===== src/rtl/mem_arbiter_pkg.sv =====
// Shared types for the IF/LS memory arbiter: bus width, FSM states, winner encoding.
package mem_arbiter_pkg;

  localparam int XLEN = 32;

  typedef enum logic [1:0] {
    ARB_IDLE    = 2'd0,
    ARB_WAIT_IF = 2'd1,
    ARB_WAIT_LS = 2'd2,
    ARB_FAULT   = 2'd3
  } arb_state_t;

  typedef enum logic [1:0] {
    OWN_NONE = 2'd0,
    OWN_IF   = 2'd1,
    OWN_LS   = 2'd2
  } arb_owner_t;

endpackage


===== src/rtl/mem_arb_pick.sv =====
// Winner select for the shared memory bus: LS has priority unless IF has been
// passed over LS_MAX times in a row.
module mem_arb_pick
  import mem_arbiter_pkg::*;
(
  input  logic       if_req,
  input  logic       ls_req,
  input  logic       streak_full,
  output arb_owner_t winner
);

  always_comb begin
    winner = OWN_NONE;
    if (ls_req && !(if_req && streak_full)) begin
      winner = OWN_LS;
    end else if (if_req) begin
      winner = OWN_IF;
    end
  end

endmodule


===== src/rtl/mem_arbiter.sv =====
// Single-port memory bus arbiter between instruction fetch and load/store, one
// outstanding transaction, response routed to its owner, sticky timeout fault.
//
// state        | meaning
// ARB_IDLE     | no transaction; winner drives mem_*, gnt follows mem_gnt
// ARB_WAIT_IF  | fetch accepted by memory, waiting for mem_rvalid
// ARB_WAIT_LS  | load/store accepted by memory, waiting for mem_rvalid
// ARB_FAULT    | response timed out; bus parked until rst_n
module mem_arbiter
  import mem_arbiter_pkg::*;
#(
  parameter int LS_MAX  = 4,
  parameter int TIMEOUT = 64
) (
  input  logic            clk,
  input  logic            rst_n,
  input  logic            if_req,
  input  logic [XLEN-1:0] if_addr,
  output logic            if_gnt,
  output logic            if_rvalid,
  output logic [31:0]     if_rdata,
  input  logic            ls_req,
  input  logic            ls_we,
  input  logic [XLEN-1:0] ls_addr,
  input  logic [XLEN-1:0] ls_wdata,
  output logic            ls_gnt,
  output logic            ls_rvalid,
  output logic [XLEN-1:0] ls_rdata,
  output logic            mem_req,
  output logic            mem_we,
  output logic [XLEN-1:0] mem_addr,
  output logic [XLEN-1:0] mem_wdata,
  input  logic            mem_gnt,
  input  logic            mem_rvalid,
  input  logic [XLEN-1:0] mem_rdata,
  output logic            busy,
  output logic            fault
);

  localparam int SW = $clog2(LS_MAX + 1);
  localparam int TW = $clog2(TIMEOUT);
  localparam logic [SW-1:0] STREAK_MAX = SW'(LS_MAX);
  localparam logic [TW-1:0] TCNT_LAST  = TW'(TIMEOUT - 1);

  arb_state_t    state, state_next;
  logic [SW-1:0] streak, streak_next;
  logic [TW-1:0] tcnt, tcnt_next;
  logic          ls_store, ls_store_next;
  arb_owner_t    winner;

  mem_arb_pick u_pick (
    .if_req      (if_req),
    .ls_req      (ls_req),
    .streak_full (streak == STREAK_MAX),
    .winner      (winner)
  );

  always_ff @(posedge clk or negedge rst_n) begin
    if (!rst_n) begin
      state    <= ARB_IDLE;
      streak   <= '0;
      tcnt     <= '0;
      ls_store <= 1'b0;
    end else begin
      state    <= state_next;
      streak   <= streak_next;
      tcnt     <= tcnt_next;
      ls_store <= ls_store_next;
    end
  end

  always_comb begin
    state_next    = state;
    streak_next   = streak;
    tcnt_next     = tcnt;
    ls_store_next = ls_store;
    unique case (state)
      ARB_IDLE: begin
        if (mem_gnt && winner == OWN_LS) begin
          state_next    = ARB_WAIT_LS;
          tcnt_next     = '0;
          ls_store_next = ls_we;
          if (!if_req) begin
            streak_next = '0;
          end else if (streak != STREAK_MAX) begin
            streak_next = streak + SW'(1);
          end
        end else if (mem_gnt && winner == OWN_IF) begin
          state_next  = ARB_WAIT_IF;
          tcnt_next   = '0;
          streak_next = '0;
        end
      end
      ARB_WAIT_IF, ARB_WAIT_LS: begin
        tcnt_next = tcnt + TW'(1);
        if (mem_rvalid) begin
          state_next = ARB_IDLE;
        end else if (tcnt == TCNT_LAST) begin
          state_next = ARB_FAULT;
        end
      end
      ARB_FAULT: state_next = ARB_FAULT;
      default:   state_next = ARB_IDLE;
    endcase
  end

  // rdata is forced to zero outside its rvalid pulse so stale data never leaks.
  always_comb begin
    if_gnt    = 1'b0;
    if_rvalid = 1'b0;
    if_rdata  = '0;
    ls_gnt    = 1'b0;
    ls_rvalid = 1'b0;
    ls_rdata  = '0;
    mem_req   = 1'b0;
    mem_we    = 1'b0;
    mem_addr  = '0;
    mem_wdata = '0;
    busy      = (state != ARB_IDLE);
    fault     = (state == ARB_FAULT);
    unique case (state)
      ARB_IDLE: begin
        if (winner == OWN_LS) begin
          mem_req   = 1'b1;
          mem_we    = ls_we;
          mem_addr  = ls_addr;
          mem_wdata = ls_wdata;
          ls_gnt    = mem_gnt;
        end else if (winner == OWN_IF) begin
          mem_req  = 1'b1;
          mem_addr = if_addr;
          if_gnt   = mem_gnt;
        end
      end
      ARB_WAIT_IF: begin
        if (mem_rvalid) begin
          if_rvalid = 1'b1;
          if_rdata  = mem_rdata[31:0];
        end
      end
      ARB_WAIT_LS: begin
        if (mem_rvalid) begin
          ls_rvalid = 1'b1;
          ls_rdata  = ls_store ? '0 : mem_rdata;
        end
      end
      default: ;
    endcase
  end

endmodule

===== config.mk =====
export PLATFORM = sky130hd
export DESIGN_NAME = mem_arbiter
export DESIGN_NICKNAME = d
export VERILOG_FILES = /design/src/rtl/mem_arbiter_pkg.sv /design/src/rtl/mem_arb_pick.sv /design/src/rtl/mem_arbiter.sv
export SDC_FILE = /design/constraint.sdc
export NUM_CORES = 1
export LEC_CHECK = 0
export CAP_MARGIN = 20
export CORE_AREA = 4 4 103 105
export DETAILED_ROUTE_END_ITERATION = 12
export DIE_AREA = 0 0 107 109
export DONT_BUFFER_PORTS = 1
export GPL_ROUTABILITY_DRIVEN = 1
export PLACE_DENSITY = 0.39
export SLEW_MARGIN = 20
export SYNTH_ARGS = -nofsm -noshare
export SYNTH_HDL_FRONTEND = slang
export SYNTH_SLANG_ARGS = --single-unit

===== constraint.sdc =====
create_clock -name clk -period 1.5 [get_ports clk]
set_input_delay 0.3 -clock clk [delete_from_list [all_inputs] [get_ports clk]]
set_output_delay 0.3 -clock clk [all_outputs]
set_load 0.02 [all_outputs]

==> results of run 1 <==
-- final timing paths --
kind	startpoint	endpoint	cells past startpoint
max	streak[0]	mem_addr[31]	6
min	if_req	streak[0]	2
max reg2reg	streak[0]	state[0]	12
min reg2reg	tcnt[2]	tcnt[2]	1
max in group asynchronous	rst_n	tcnt[4]	1
min in group asynchronous	rst_n	streak[0]	1
-- power by group through the flow --
stage	Sequential, mW	Combinational, mW	Clock [mW]
final	0.572	4.99	0.298
after global routing	0.596	5.32	0.327
after CTS	0.564	4.85	0.308
after detailed placement	0.550	3.59	0
after global placement	0.548	3.58	0
after floorplan	0.542	2.81	0
-- critical path, cell delays in order, from the launching register on --
cell and delay, ns:
dfrtp_1 0.39, inv_2 0.08, ha_4 0.15, nand3_2 0.08, and3_4 0.25, buf_4 0.17
a22o_4 0.28
-- routing by layer --
metal / track usage [%] / wire length (um)
met5: 0 / 34
met4: 1.46 / 40
met3: 8.05 / 1400
met2: 24.9 / 4900
met1: 19.8 / 3960
-- area by class of cell --
type / instances / area [um^2]
fillers: 995 / 6380
clock buffers: 3 / 41.3
inverters: 6 / 26.3
multi-input cells: 198 / 2070
flip-flops and latches: 12 / 300
repair buffers: 55 / 657
well taps: 133 / 166
-- cell usage after synthesis --
master and count:
a32o_1 2, and3_1 32, inv_1 6, nand4_1 1, nand3_2 1, nor2_1 3
and2b_1 1, o31ai_1 3, a21oi_1 1, a21oi_2 1, and3_4 1, nand2_1 16
nand3_1 3, ha_1 7, nor2b_1 2, o21a_1 1, mux2i_1 1, a21boi_4 1
nand4b_1 1, buf_2 5, a22o_1 33, or3_1 1, o211ai_1 1, a41oi_1 1
dfrtp_1 12, clkbuf_2 3, o21ai_0 10, and2_1 70, a21boi_0 1, clkbuf_1 9
buf_6 4
-- stage by stage --
stage	util (%)	hold WS, ns	cells	cell area (um^2)	power [mW]
after floorplan	-	0.00441	234	2270	3.35
after global placement	26.0	0.00485	372	2510	4.13
after detailed placement	26.0	0.00485	372	2510	4.14
after CTS	33.1	0.195	401	3190	5.72
after global routing	33.8	0.205	407	3260	6.24
final	33.8	0.195	407	3260	5.85
-- sequential cells by signal, summed over array words and instances, names as in the netlist --
signal	count
ls_store	1
tcnt	6
streak	3
state	2
-- cell families (layout without fill, tap and decap cells) --
family / after synthesis / after routing / synth area share (%)
fa+ha+maj: 7 / 7 / 4.94
flops: 12 / 12 / 16.9
buf+inv: 27 / 64 / 7.98
mux: 1 / 1 / 0.565
compound gates: 55 / 55 / 25.1
simple gates: 132 / 135 / 44.4
-- repair_timing --
item	in CTS	in global routing
pin swaps	69	40
hold endpoints to repair	12	0
endpoints found under the setup margin	142	147
hold buffers	1	0
setup buffers	17	7
resized for setup	117	12
cloned	9	1
==> results.md, run 1 <==
* Starting Density at 18.4%
* WL/cell at 25.4 um
* Sequential element share of the synthesized area at 16.9%
* CP required at 1.20 ns
* Rel. slew slack at 60.8%
* GR Overflow Total at 0
* CTS tree: yes
* Synth Instances at 234
* Most frequent cells in the layout: 68 x and2_4, 33 x and3_4, 32 x a22o_4
* Leak Pwr at 1.46 nW
* Final setup violation count at 147
* Startpoint types: register
* Share of total power in sequential cells at 9.8%
* Synth-to-Final Area Change at 84.0%
* Min cycle time layout at 1.94 ns
* Share of cells above drive strength 1 at 78.8%
* CTS clock-pin slew for the worst setup and hold paths at 0.06 ns
* Pwr/cell area at 1800 nW/um^2
* Core area at 9640 um^2
* Tot GR Track Use at 15.7%
* DP Worst Slack at -0.353 ns
* Share of the synthesized area in the top cell type at 24.7%
* # rows at 36
* Via count at 2044
* Post-Syn Area at 1770 um^2
* Switching power at 2.71 mW
* Setup WS post-layout at -0.437 ns
* Slack of the worst reg-to-reg path at -0.26 ns
* Clock H-tree levels at 1
* Fmax at 0.516 GHz
* Full die area at 11700 um^2
* DR vias/cell at 5.02
* Synth warn at 0
* Min-Delay Path Class: input pin to register
* Yosys top cell by area: and2_1
* HPWL after DPL at 7760 um
* Yosys cell types at 31
* Worst-Margin Slew at 0.586 ns
* First-pass GRT wire length at 13700 um
* DR pass1 iterations at 4
* Peak supply drop at 0.829 mV
* RSZ-0062 raised after global routing: true
* Initial antenna violation count at 3
* Sink Count at 12
* Iteration-0 DRC Markers at 135
* Outcome: complete, but fails checks
* P_int at 3.15 mW
* GP Congestion at 0.684
* I/O pin count at 271
* Total CTS buffers at 3
* Final Skew at 0.00562 ns
* Syn_nets at 376
* Final hold violations at 0
* Fin. max-slew vios at 0
* Layout Nets at 418
* Failing checks: negative setup slack
* Max Buffers Root-to-Sink at 2
* Die H at 109 um
* Total routed wirelength at 10300 um
* Number of global-route vias before repair at 2050
* Antenna Cells at 0
* Max Cap Viol at 0
* Clock share of power at 5.1%
* Port bufs at 0
* DRC at 0
* Combinational power share at 85.2%
* Area contributors post-synth: and2_1 25%, dfrtp_1 17%, a22o_1 16%
* Critical path class: register to primary output
* Sw frac at 46.2%
* Avg Synthesized Cell Area at 7.57 um^2
* Most common cell after layout, fill and taps aside: and2_4
* CP arrival at 1.64 ns
* Final setup TNS at -48.21 ns
* Flops & latches, synth at 12
* Tcrit/Tclk final at 129%
* Clock latency on the worst-skew pair at 0.24 ns
* Die W at 107 um
* Root buffer cell: clkbuf_8
* ANT nets after route at 0
* Worst setup EP type: primary output
* Crit-path max FO at 8
* Largest net degree at the start of global routing at 36
Power figures use the tool's default switching activity.
==> run 2, diff against run 1 <==
--- a/config.mk
+++ b/config.mk
@@ -6,9 +6,9 @@
 export NUM_CORES = 1
 export LEC_CHECK = 0
 export CAP_MARGIN = 20
-export CORE_AREA = 4 4 103 105
+export CORE_AREA = 4 4 104 106
 export DETAILED_ROUTE_END_ITERATION = 12
-export DIE_AREA = 0 0 107 109
+export DIE_AREA = 0 0 108 110
 export DONT_BUFFER_PORTS = 1
 export GPL_ROUTABILITY_DRIVEN = 1
 export PLACE_DENSITY = 0.39
==> run 2 against run 1 <==
The flow still finishes with violations (negative setup slack). Sequential share of layout area down 0.13 points. Routed wire length up 3.0%. Combinational power about the same. Critical path depth unchanged. Largest cell class unchanged. Via count up 1.2%.
==> results.md, run 2 (same netlist as run 1, synthesis figures left out) <==
* Share of total power in sequential cells at 9.5%
* Worst R2R Start: state[0]
* CP arrival at 1.63 ns
* Critical path class: register to primary output
* DR vias/cell at 5.06
* Crit-path max FO at 17
* Largest Register: tcnt
* Iteration-0 DRC Markers at 103
* DRC at 0
* Total CTS buffers at 3
* Switching power at 2.74 mW
* Via count at 2068
* Full die area at 11900 um^2
* Peak supply drop at 0.916 mV
* Total routed wirelength at 10600 um
* Slack of the worst reg-to-reg path at -0.16 ns
* P_int at 3.20 mW
* Starting Density at 18.1%
* Biggest regs: tcnt x6, streak x3, state x2
* Clock latency on the worst-skew pair at 0.24 ns
* Number of flip-flops in the largest register at 6
* # rows at 36
* Most common cell after layout, fill and taps aside: and2_4
* First-pass GRT wire length at 12800 um
* Sw frac at 46.1%
* Leak Pwr at 1.48 nW
* Worst setup EP type: primary output
* Die H at 110 um
* Tot GR Track Use at 14.5%
* Min cycle time layout at 1.93 ns
* Fin. max-slew vios at 0
* Max Cap Viol at 0
* Sink Count at 12
* WL/cell at 26.0 um
* Largest net degree at the start of global routing at 36
* Combinational power share at 84.4%
* Setup WS post-layout at -0.430 ns
* CTS tree: yes
* Core area at 9770 um^2
* CP required at 1.20 ns
* Share of cells above drive strength 1 at 78.3%
* Pwr/cell area at 1800 nW/um^2
* Fmax at 0.518 GHz
* ANT nets after route at 0
* Tcrit/Tclk final at 129%
* Outcome: complete, but fails checks
* DP Worst Slack at -0.322 ns
* Synth-to-Final Area Change at 86.6%
* Clock H-tree levels at 1
* Final setup violation count at 142
* Max Buffers Root-to-Sink at 2
* Initial antenna violation count at 1
* Rel. slew slack at 58.7%
* GP Congestion at 0.785
* Worst-Margin Slew at 0.617 ns
* Worst setup path startpoint: streak[0]
* Final hold violations at 0
* Number of global-route vias before repair at 1997
* DR pass1 iterations at 4
* CTS clock-pin slew for the worst setup and hold paths at 0.06 ns
* Layout fillers at 980
* Min-Delay Path Class: input pin to register
* Failing checks: negative setup slack
* RSZ-0062 raised after global routing: true
* Startpoint types: register
* Min-delay src: ls_we
* Clock share of power at 6.1%
* GR Overflow Total at 0
* Port bufs at 0
* Worst Hold Slack at 0.170 ns
* Most frequent cells in the layout: 68 x and2_4, 33 x and3_4, 32 x a22o_4
* I/O pin count at 271
* Final Skew at 0.00432 ns
* Die W at 108 um
* Root buffer cell: clkbuf_8
* Antenna Cells at 0
* Power Total at 5.95 mW
* Layout Nets at 419
* HPWL after DPL at 7520 um
-- run 2: changes by cell type in the layout (fill, tap and decap cells not counted), moves of 2 or more --
cell	delta
buf_6	+4
buf_16	-2
buf_4	-4
o21ai_2	-2
buf_12	+2
o21ai_0	-2
o21ai_1	+4
-- run 2: area by class of cell --
cell class              count  area [um^2]  share of cell area [%]
multi-input cells         197         2060                    62.3
repair buffers             57          697                    21.1
flip-flops and latches     12          300                    9.08
well taps                 133          166                    5.03
clock buffers               4         55.1                    1.67
inverters                   6         26.3                   0.795
-- run 2: critical path: stages, from the launching register on --
cell,delay (ns)
dfrtp_1,0.39
inv_2,0.08
ha_4,0.14
nand3_2,0.07
and3_4,0.23
buf_12,0.18
a22o_4,0.29
-- run 2: path summary, 6_finish.rpt --
kind,endpoint,depth (start not counted)
setup / recovery,mem_addr[1],6
hold / removal,ls_store,2
setup reg to reg,tcnt[3],9
hold reg to reg,tcnt[0],1
max in group asynchronous,state[0],1
min in group asynchronous,tcnt[0],1
-- run 2: what timing repair did --
action / CTS / global route
gates resized for setup: 113 / 24
hold buffers: 1 / 0
pin swaps: 41 / 27
endpoints found under the hold margin: 12 / 0
setup buffers: 17 / 14
endpoints found under the setup margin: 143 / 143
cloned: 8 / 3
-- run 2: power by group through the flow --
stage | Combinational, mW | Sequential (mW) | Clock, mW
floorplan | 2.81 | 0.542 | 0
global placement | 3.56 | 0.552 | 0
detailed placement | 3.56 | 0.552 | 0
CTS | 5.00 | 0.563 | 0.374
global route | 5.34 | 0.586 | 0.399
finish | 5.02 | 0.565 | 0.364
-- run 2: layer usage --
layer	GRT usage (%)	share of wire [%]
met2	23.9	49
met4	1.44	0.69
met3	8.50	15
met5	0	0.12
met1	16.8	36
-- run 2: metrics by stage --
stage / utilization [%] / instance area, um^2 / setup TNS, ns / cells
6_report: 33.8 / 3310 / -47.35 / 409
5_1_grt: 33.8 / 3310 / -56.23 / 409
4_1_cts: 33.2 / 3250 / -47.12 / 401
3_5_place_dp: 25.6 / 2500 / -21.74 / 371
3_3_place_gp: 25.6 / 2500 / -19.21 / 371
2_1_floorplan: - / 2270 / -14.31 / 234
